$ cat config.mk
export PLATFORM = sky130hd
export DESIGN_NAME = snoop_responder_flat
export DESIGN_NICKNAME = d
export VERILOG_FILES = /design/src/rtl/snoop_responder_if.sv /design/src/rtl/snoop_responder.sv /design/src/flat_wrapper.sv
export SDC_FILE = /design/constraint.sdc
export NUM_CORES = 1
export LEC_CHECK = 0
export CAP_MARGIN = 0
export CORE_MARGIN = 2
export CORE_UTILIZATION = 45
export CTS_CLUSTER_DIAMETER = 50
export CTS_CLUSTER_SIZE = 25
export DETAILED_ROUTE_END_ITERATION = 10
export SLEW_MARGIN = 10
export SYNTH_ARGS = -nofsm -noshare
export SYNTH_HDL_FRONTEND = slang
export SYNTH_SLANG_ARGS = --single-unit
$ cat constraint.sdc
create_clock -name clk -period 24.7 [get_ports clk]
set_input_delay 2.47 -clock clk [delete_from_list [all_inputs] [get_ports clk]]
set_output_delay 2.47 -clock clk [all_outputs]
set_load 0.02 [all_outputs]
$ cat src/rtl/snoop_responder_if.sv
// Bus-side signal bundle for the snoop responder: snooped operations and table
// programming in, snoop results and status out.
interface snoop_responder_if #(
    parameter int addrWidth = 32,
    parameter int cntWidth  = 16
);
    logic                 opValid;
    logic [7:0]           opCode;
    logic [addrWidth-1:0] opAddr;
    logic                 progValid;
    logic [addrWidth-1:0] progAddr;
    logic [1:0]           progResult;
    logic                 snoopValid;
    logic [1:0]           snoopResult;
    logic                 busy;
    logic [cntWidth-1:0]  dropCount;

    modport slave (
        input  opValid, opCode, opAddr, progValid, progAddr, progResult,
        output snoopValid, snoopResult, busy, dropCount
    );

    modport master (
        output opValid, opCode, opAddr, progValid, progAddr, progResult,
        input  snoopValid, snoopResult, busy, dropCount
    );
endinterface

$ cat src/rtl/snoop_responder.sv
// Models peer caches on the shared bus: answers each accepted snoop with
// HIT/HITM/NOHIT after a fixed latency, from a programmable line table or a nibble rule.
module snoop_responder #(
    parameter int addrWidth  = 32,
    parameter int numEntries = 8,
    parameter int latency    = 2,
    parameter int cntWidth   = 16
) (
    input  logic            clk,
    input  logic            reset,
    snoop_responder_if.slave io_bus
);
    localparam int IDX_W  = $clog2(numEntries);
    localparam int WCNT_W = (latency > 1) ? $clog2(latency) : 1;

    typedef enum logic [1:0] {
        S_IDLE    = 2'd0,
        S_WAIT    = 2'd1,
        S_RESPOND = 2'd2
    } state_t;

    state_t                r_state;
    state_t                w_state_next;
    logic [WCNT_W-1:0]     r_wait_cnt;
    logic [WCNT_W-1:0]     w_wait_cnt_next;
    logic [1:0]            r_pending;
    logic                  r_snoop_valid;
    logic [1:0]            r_snoop_result;
    logic [cntWidth-1:0]   r_drop_count;

    logic [numEntries-1:0] r_valid;
    logic [addrWidth-1:0]  r_addr [numEntries];
    logic [1:0]            r_res  [numEntries];
    logic [IDX_W-1:0]      r_ptr;

    logic [numEntries-1:0] w_op_match;
    logic [numEntries-1:0] w_prog_match;
    logic                  w_op_hit;
    logic                  w_prog_hit;
    logic [IDX_W-1:0]      w_op_idx;
    logic [IDX_W-1:0]      w_prog_idx;
    logic [1:0]            w_op_table_res;
    logic [1:0]            w_lookup_res;
    logic                  w_snoopable;
    logic                  w_invalidating;
    logic                  w_accept;
    logic                  w_drop;

    function automatic logic [1:0] nibble_rule(input logic [3:0] nib);
        case (nib)
            4'h2, 4'h8: nibble_rule = 2'b01;
            4'h4, 4'hC: nibble_rule = 2'b10;
            default:    nibble_rule = 2'b00;
        endcase
    endfunction

    // Fully associative compare against every valid entry; addresses stay unique
    // because a new line is only allocated when no entry already matches.
    generate
        for (genvar gi = 0; gi < numEntries; gi++) begin : g_match
            assign w_op_match[gi]   = r_valid[gi] && (r_addr[gi] == io_bus.opAddr);
            assign w_prog_match[gi] = r_valid[gi] && (r_addr[gi] == io_bus.progAddr);
        end
    endgenerate

    always_comb begin
        w_op_idx       = '0;
        w_op_table_res = 2'b00;
        w_prog_idx     = '0;
        for (int i = 0; i < numEntries; i++) begin
            if (w_op_match[i]) begin
                w_op_idx       = IDX_W'(i);
                w_op_table_res = r_res[i];
            end
            if (w_prog_match[i]) begin
                w_prog_idx = IDX_W'(i);
            end
        end
    end

    assign w_op_hit       = |w_op_match;
    assign w_prog_hit     = |w_prog_match;
    assign w_lookup_res   = w_op_hit ? w_op_table_res : nibble_rule(io_bus.opAddr[3:0]);
    assign w_snoopable    = io_bus.opValid &&
                            (io_bus.opCode == 8'd1 || io_bus.opCode == 8'd2 ||
                             io_bus.opCode == 8'd3 || io_bus.opCode == 8'd4);
    assign w_invalidating = (io_bus.opCode == 8'd3) || (io_bus.opCode == 8'd4);
    assign w_accept       = w_snoopable && (r_state == S_IDLE);
    assign w_drop         = w_snoopable && (r_state != S_IDLE);

    always_comb begin
        w_state_next    = r_state;
        w_wait_cnt_next = r_wait_cnt;
        case (r_state)
            S_IDLE: begin
                if (w_accept) begin
                    w_state_next    = S_WAIT;
                    w_wait_cnt_next = WCNT_W'(latency - 1);
                end
            end
            S_WAIT: begin
                if (r_wait_cnt == '0) begin
                    w_state_next = S_RESPOND;
                end else begin
                    w_wait_cnt_next = r_wait_cnt - WCNT_W'(1);
                end
            end
            S_RESPOND: begin
                w_state_next = S_IDLE;
            end
            default: begin
                w_state_next = S_IDLE;
            end
        endcase
    end

    always_ff @(posedge clk or posedge reset) begin
        if (reset) begin
            r_state        <= S_IDLE;
            r_wait_cnt     <= '0;
            r_pending      <= 2'b00;
            r_snoop_valid  <= 1'b0;
            r_snoop_result <= 2'b00;
        end else begin
            r_state       <= w_state_next;
            r_wait_cnt    <= w_wait_cnt_next;
            r_snoop_valid <= (w_state_next == S_RESPOND);
            if (w_accept) begin
                r_pending <= w_lookup_res;
            end
            if (w_state_next == S_RESPOND) begin
                r_snoop_result <= r_pending;
            end
        end
    end

    always_ff @(posedge clk or posedge reset) begin
        if (reset) begin
            r_drop_count <= '0;
        end else if (w_drop && (r_drop_count != {cntWidth{1'b1}})) begin
            r_drop_count <= r_drop_count + cntWidth'(1);
        end
    end

    // Program update comes after the snoop-invalidate clear so it wins on the same entry.
    always_ff @(posedge clk or posedge reset) begin
        if (reset) begin
            r_valid <= '0;
            r_ptr   <= '0;
            for (int i = 0; i < numEntries; i++) begin
                r_addr[i] <= '0;
                r_res[i]  <= 2'b00;
            end
        end else begin
            if (w_accept && w_invalidating && w_op_hit) begin
                r_valid[w_op_idx] <= 1'b0;
            end
            if (io_bus.progValid) begin
                if (w_prog_hit) begin
                    if (io_bus.progResult == 2'b11) begin
                        r_valid[w_prog_idx] <= 1'b0;
                    end else begin
                        r_valid[w_prog_idx] <= 1'b1;
                        r_res[w_prog_idx]   <= io_bus.progResult;
                    end
                end else if (io_bus.progResult != 2'b11) begin
                    r_valid[r_ptr] <= 1'b1;
                    r_addr[r_ptr]  <= io_bus.progAddr;
                    r_res[r_ptr]   <= io_bus.progResult;
                    r_ptr          <= r_ptr + IDX_W'(1);
                end
            end
        end
    end

    assign io_bus.snoopValid  = r_snoop_valid;
    assign io_bus.snoopResult = r_snoop_result;
    assign io_bus.busy        = (r_state != S_IDLE);
    assign io_bus.dropCount   = r_drop_count;
endmodule

$ cat src/flat_wrapper.sv
// flat-port wrapper written by rule: the top's interface ports become plain ports
module snoop_responder_flat 
#(
    parameter int addrWidth  = 32,
    parameter int numEntries = 8,
    parameter int latency    = 2,
    parameter int cntWidth   = 16
)
  (clk, reset, io_bus_opValid, io_bus_opCode, io_bus_opAddr, io_bus_progValid, io_bus_progAddr, io_bus_progResult, io_bus_snoopValid, io_bus_snoopResult, io_bus_busy, io_bus_dropCount);
  snoop_responder_if #(.addrWidth(addrWidth), .cntWidth(cntWidth)) io_bus_i ();
  input  logic clk;
  input  logic reset;
  input wire logic [$bits(io_bus_i.opValid)-1:0] io_bus_opValid;
  input wire logic [$bits(io_bus_i.opCode)-1:0] io_bus_opCode;
  input wire logic [$bits(io_bus_i.opAddr)-1:0] io_bus_opAddr;
  input wire logic [$bits(io_bus_i.progValid)-1:0] io_bus_progValid;
  input wire logic [$bits(io_bus_i.progAddr)-1:0] io_bus_progAddr;
  input wire logic [$bits(io_bus_i.progResult)-1:0] io_bus_progResult;
  output wire logic [$bits(io_bus_i.snoopValid)-1:0] io_bus_snoopValid;
  output wire logic [$bits(io_bus_i.snoopResult)-1:0] io_bus_snoopResult;
  output wire logic [$bits(io_bus_i.busy)-1:0] io_bus_busy;
  output wire logic [$bits(io_bus_i.dropCount)-1:0] io_bus_dropCount;
  assign io_bus_i.opValid = io_bus_opValid;
  assign io_bus_i.opCode = io_bus_opCode;
  assign io_bus_i.opAddr = io_bus_opAddr;
  assign io_bus_i.progValid = io_bus_progValid;
  assign io_bus_i.progAddr = io_bus_progAddr;
  assign io_bus_i.progResult = io_bus_progResult;
  assign io_bus_snoopValid = io_bus_i.snoopValid;
  assign io_bus_snoopResult = io_bus_i.snoopResult;
  assign io_bus_busy = io_bus_i.busy;
  assign io_bus_dropCount = io_bus_i.dropCount;
  snoop_responder #(.addrWidth(addrWidth), .numEntries(numEntries), .latency(latency), .cntWidth(cntWidth)) u_core (.clk(clk), .reset(reset), .io_bus(io_bus_i));
endmodule
Yosys cells after proc, flatten, opt, wreduce, memory -nomap -nowiden. Cells that the tools add are included.

Flip-flop bits (word level): 307. Bits of input ports: 78. Output and inout port bits: 20.

$add $sub $neg: 3. Magnitude comparators: 10. Equality and inequality tests: 31. Mux-type cells: 53. Bitwise operators: 9. Reductions and logical operators: 42.

Operator list (count): equality test 32 bit (16); bitwise mux 256 bit (1); demux 32 bit (select 3 bit) (1); 2-to-1 mux 16 bit (3); 2-to-1 mux 8 bit (5); 2-to-1 mux 2 bit (17); bitwise mux 16 bit (2); 2-to-1 mux 32 bit (1); logical AND 1 bit (27); 2-to-1 mux 3 bit (8); adder 16 x 1 -> 16 bit, second input constant (1); bitwise AND 8 bit (2); equality test 8 x 2 -> 1 bit, second input constant (2); inequality test 16 bit, second input constant (1); inverter 8 bit (2); bitwise OR 8 bit (2); OR reduction 8 bit (2); demux 2 bit (select 3 bit) (2); less-than comparator 3 x 4 -> 1 bit, second input constant (3); demux 1 bit (select 3 bit) (3); >= comparator 3 x 1 -> 1 bit, second input constant (3); equality test 4 bit, second input constant (2); equality test 8 x 1 -> 1 bit, second input constant (1); equality test 8 x 3 -> 1 bit, second input constant (1); 21 further kinds (40).

Longest topological paths before layout.
Word-level depth: 20. Mapped depth: 13. Mapped depth without buffers: 9.

Worst setup path after synthesis. Ideal clock, no wire load.

Path kind: input-to-reg. Start: input io_bus_progAddr[9]. End: register u_core.r_res[6] (netlist name). Data arrival time: 4719 ps. Path slack: 19853 ps. Cell stages on the path: 11. Cells stage by stage: buf_4 xor2_1 nor4_1 nand4_1 or4_4 nand4_4 nor3_4 buf_6 and3_1 o21ai_1 mux2_1.

Word-level cells in the longest chain between the ends: 17. Elaborated cells between the ends (all ways): 36. Classes of those cells: order compare (2); eq/ne (9); mux (12); bitwise (1); reduce/logical (12).

Ends and longest elaborated chain: start, declared (line flat_wrapper.sv:17) `input wire logic [$bits(io_bus_i.progAddr)-1:0] io_bus_progAddr;`; equality test 32 bit (line snoop_responder.sv:62) `assign w_prog_match[gi] = r_valid[gi] && (r_addr[gi] == io_bus.progAddr);`; logical AND 1 bit (line snoop_responder.sv:62); 2-to-1 mux 1 bit (line snoop_responder.sv:75) `if (w_prog_match[i]) begin`; 2-to-1 mux 2 bit (2 in a row) (line snoop_responder.sv:75); 2-to-1 mux 3 bit (4 in a row) (line snoop_responder.sv:75); inverter 3 -> 4 bit (not written as such) (line snoop_responder.sv:164) `r_res[w_prog_idx] <= io_bus.progResult;`; >= comparator 4 bit (not written as such) / less-than comparator 4 x 1 -> 1 bit (equally long branches) (line snoop_responder.sv:164); logical AND 1 bit (not written as such) (line snoop_responder.sv:164); 2-to-1 mux 2 bit (not written as such) (line snoop_responder.sv:164); demux 2 bit (select 3 bit) (line snoop_responder.sv:164); bitwise mux 16 bit (line snoop_responder.sv:164); 2-to-1 mux 16 bit (line snoop_responder.sv:160) `if (io_bus.progResult == 2'b11) begin`; 2-to-1 mux 16 bit (line snoop_responder.sv:159) `if (w_prog_hit) begin`; end signal, assigned by index (line snoop_responder.sv:164); end signal, assigned by index (line snoop_responder.sv:169) `r_res[r_ptr] <= io_bus.progResult;`; end, declared (line snoop_responder.sv:33) `logic [1:0] r_res [numEntries];`.

Several ways; a longest one is shown, not always the timed one. The select of a mux whose other input is x is not followed. A chain may end at the register's enable or synchronous reset.

Final worst setup path.
Start: input io_bus_progAddr[12]. End: register u_core.r_addr[158] (netlist name).

Word-level cells in the longest chain between the ends: 5. Elaborated cells between the ends (all ways): 19. Classes of those cells: eq/ne (8); bitwise (1); reduce/logical (10).

Ends and longest elaborated chain: equality test 32 bit (line snoop_responder.sv:62); logical AND 1 bit (line snoop_responder.sv:62); OR reduction 8 bit * (line snoop_responder.sv:82) `assign w_prog_hit = |w_prog_match;`; inverter 1 bit (no source line) *; AND reduction 3 bit (no source line) *; end signal, assigned by index (line snoop_responder.sv:168) `r_addr[r_ptr] <= io_bus.progAddr;`; end, declared (line snoop_responder.sv:32) `logic [addrWidth-1:0] r_addr [numEntries];`.

Mark *: on every way between the ends. The rest lies on a longest branch, timed or not.

==> out/results.ini <==
[setup_path]
startpoint_type=input pin
r2r_cells=9
cp.arrival_ps=7060
worstSetupEndpointType=flop
worstPathMaxFanout=32
worstPathRequired_ps=25170
critPathKind=in -> reg

[clocking]
postCtsSetupBuffers=0
cts_root_buffer=clkbuf_16
cts-buffers-inserted=42
clk_latency_ps=580
cts.clk_slew.worst_paths_ps=60
h-tree-depth=2
cts_tree=yes
clkSinkCount=307
postCtsHoldBufs=0
cts_resized=0
max-clock-path-buffers=3

[place]
place_area_um2=20100
dp_hpwl_mm=45.6
port-buffer-count=97
place_ws_ps=17620
gp_congestion=0.984

[floorplanning]
ioPinCount=98
dieWidth_um=209
start_util_pct=45.4
die-area_um2=43800
rows=75
die_h_um=209
core_um2=41800

[detailed_routing]
wl_per_cell_um=28.9
post_drt_via_cell_ratio=5.83
vias=13335
drtAntennaViolNets=0
first_pass_iters=5
drt_iter0_drc=1124
drc=0
wl_mm=66.0

[timing]
min_period_over_period_pct=26.7
fmax_mhz=152
finalSetupTns_ps=0
worst_slack_ps=18110
maxSlewViolCount=0
rsz0062_at_grt=false
setup_violations=0
worstMarginPinSlew_ps=1270
period_minus_slack_ps=6590
clock_skew_ps=36.0
final_hold_viol_count=0
slew_headroom_pct=14.9

[grt]
grt_usage_pct=30.6
grt_max_degree=121
antenna_found_initial=1
grt_pass1_wl_mm=95.7
overflow=0
first_global_vias=13770

[synth]
synth_area_leaders=dfrtp_1 (41%), xor2_1 (14%), xnor2_1 (9.5%)
yosys_warnings=0
synth-edff-count=0
synthTopCellsByCount=xor2_1 (314), dfrtp_1 (307), xnor2_1 (206)
syn_area_um2=19000
synth_nets=1742
ys_seq_area_share_pct=40.5
synth-main-ff-cell=dfrtp_1
yosysTopAreaCell=dfrtp_1
async_flop_share_pct=100
netlist_instances=1662
yosysMostFrequentCell=xor2_1
synthDistinctLibCells=75
synth_top_area_share_pct=40.5
synth-seq-cells=307
avgSynthCellArea_um2=11.4

[hold_path]
hp-class=reg -> reg
holdPathStages=1

[job]
drv_cap=0

[finish]
nets=1796
drive_above_1_share_pct=19.4
diodes=0
finish.utilization_pct=51.5
fin_area_um2=21500
syn_to_final_growth_pct=13.5

[status]
outcome=finished, final reports clean

[pwr]
vdd_drop_max_mv=0.0489
leakage_nw=9.07
power_density_nw_per_um2=119

==> kinds of logic (layout without fill, tap and decap cells) <==
logic type / Yosys count / in the layout / share of synthesized area, %
buf+inv: 149 / 236 / 4.96
xor+xnor: 520 / 520 / 24.0
simple gates: 343 / 343 / 10.4
compound gates: 68 / 68 / 2.59
mux: 273 / 273 / 17.4
flops: 307 / 307 / 40.5
fa+ha+maj: 2 / 2 / 0.132
==> flip-flops by register name, summed over array words and instances (netlist names) <==
signal	flops
u_core.r_addr	256
u_core.io_bus.dropCount	16
u_core.r_res	16
u_core.r_valid	8
u_core.r_ptr	3
u_core.io_bus.snoopResult	2
u_core.r_pending	2
u_core.r_state	2
u_core.io_bus.snoopValid	1
u_core.r_wait_cnt	1
==> per-stage QoR <==
| step | hold slack (ps) | total power (W) | std cells |
|---|---|---|---|
| final | 463 | 0.00255 | 2288 |
| after global routing | 511 | 0.00267 | 2288 |
| after CTS | 466 | 0.00255 | 2288 |
| after detailed placement | 461 | 0.00190 | 2211 |
| after global placement | 447 | 0.00188 | 2211 |
| after floorplan | 431 | 0.00162 | 1662 |
==> worst paths after layout <==
check                                               start                             end  slack [ps]
setup / recovery                      io_bus_progAddr[12]  u_core.r_addr[158]$_DFFE_PP0P_       18110
hold / removal                u_core.r_state[1]$_DFF_PP0_     u_core.r_state[0]$_DFF_PP0_         460
setup reg to reg           u_core.r_addr[171]$_DFFE_PP0P_  u_core.r_addr[158]$_DFFE_PP0P_       20880
hold reg to reg               u_core.r_state[1]$_DFF_PP0_     u_core.r_state[0]$_DFF_PP0_         460
max in group asynchronous                           reset   u_core.r_addr[89]$_DFFE_PP0P_       19890
min in group asynchronous                           reset   u_core.r_addr[27]$_DFFE_PP0P_        2440
==> worst max-delay path: stages <==
cell and delay, ps:
clkdlybuf4s50_1 1050, xor2_1 400, nor4_1 480, nand3_1 140
or4_1 660, nand2_1 280, nor3_4 140, nand2_2 120
or3_2 850, mux2_2 410
==> placed cells by master, fill, tap and decap left out, drive strengths merged, types with 20 or more instances in the layout <==
| cell | n |
|---|---|
| inv | 23 |
| nor4 | 87 |
| dfrtp | 307 |
| nand3 | 32 |
| clkbuf | 49 |
| xnor2 | 206 |
| mux2 | 271 |
| nor3 | 22 |
| nor2 | 39 |
| o21ai | 20 |
| nand4 | 61 |
| buf | 41 |
| xor2 | 314 |
| nand2 | 48 |
| clkdlybuf4s50 | 97 |
==> where the power goes <==
group	total, W	leakage [nW]	internal (W)	switching, W
clock	0.000642	0.700	0.000388	0.000254
combinational	0.000886	4.64	0.000479	0.000407
sequential	0.00102	3.74	0.000736	0.000286
total	0.00255	9.07	0.00160	0.000947
==> final cells by class <==
| type | count | area (um2) |
|---|---|---|
| fillers | 3734 | 20200 |
| multi-input cells | 1206 | 10300 |
| flip-flops and latches | 307 | 7680 |
| repair buffers | 138 | 1280 |
| clock buffers | 49 | 1110 |
| well taps | 539 | 674 |
| clock inverters | 28 | 343 |
| inverters | 21 | 86.3 |
==> routing by layer <==
| metal | vias to the layer above | wire (um) | GRT usage (%) |
|---|---|---|---|
| met5 | - | 0 | 0 |
| met4 | 0 | 4250 | 18.3 |
| met3 | 173 | 4160 | 5.43 |
| met2 | 498 | 30400 | 48.9 |
| met1 | 6834 | 27200 | 39.1 |
| li1 | 5830 | - | - |
Power figures use the tool's default switching activity.
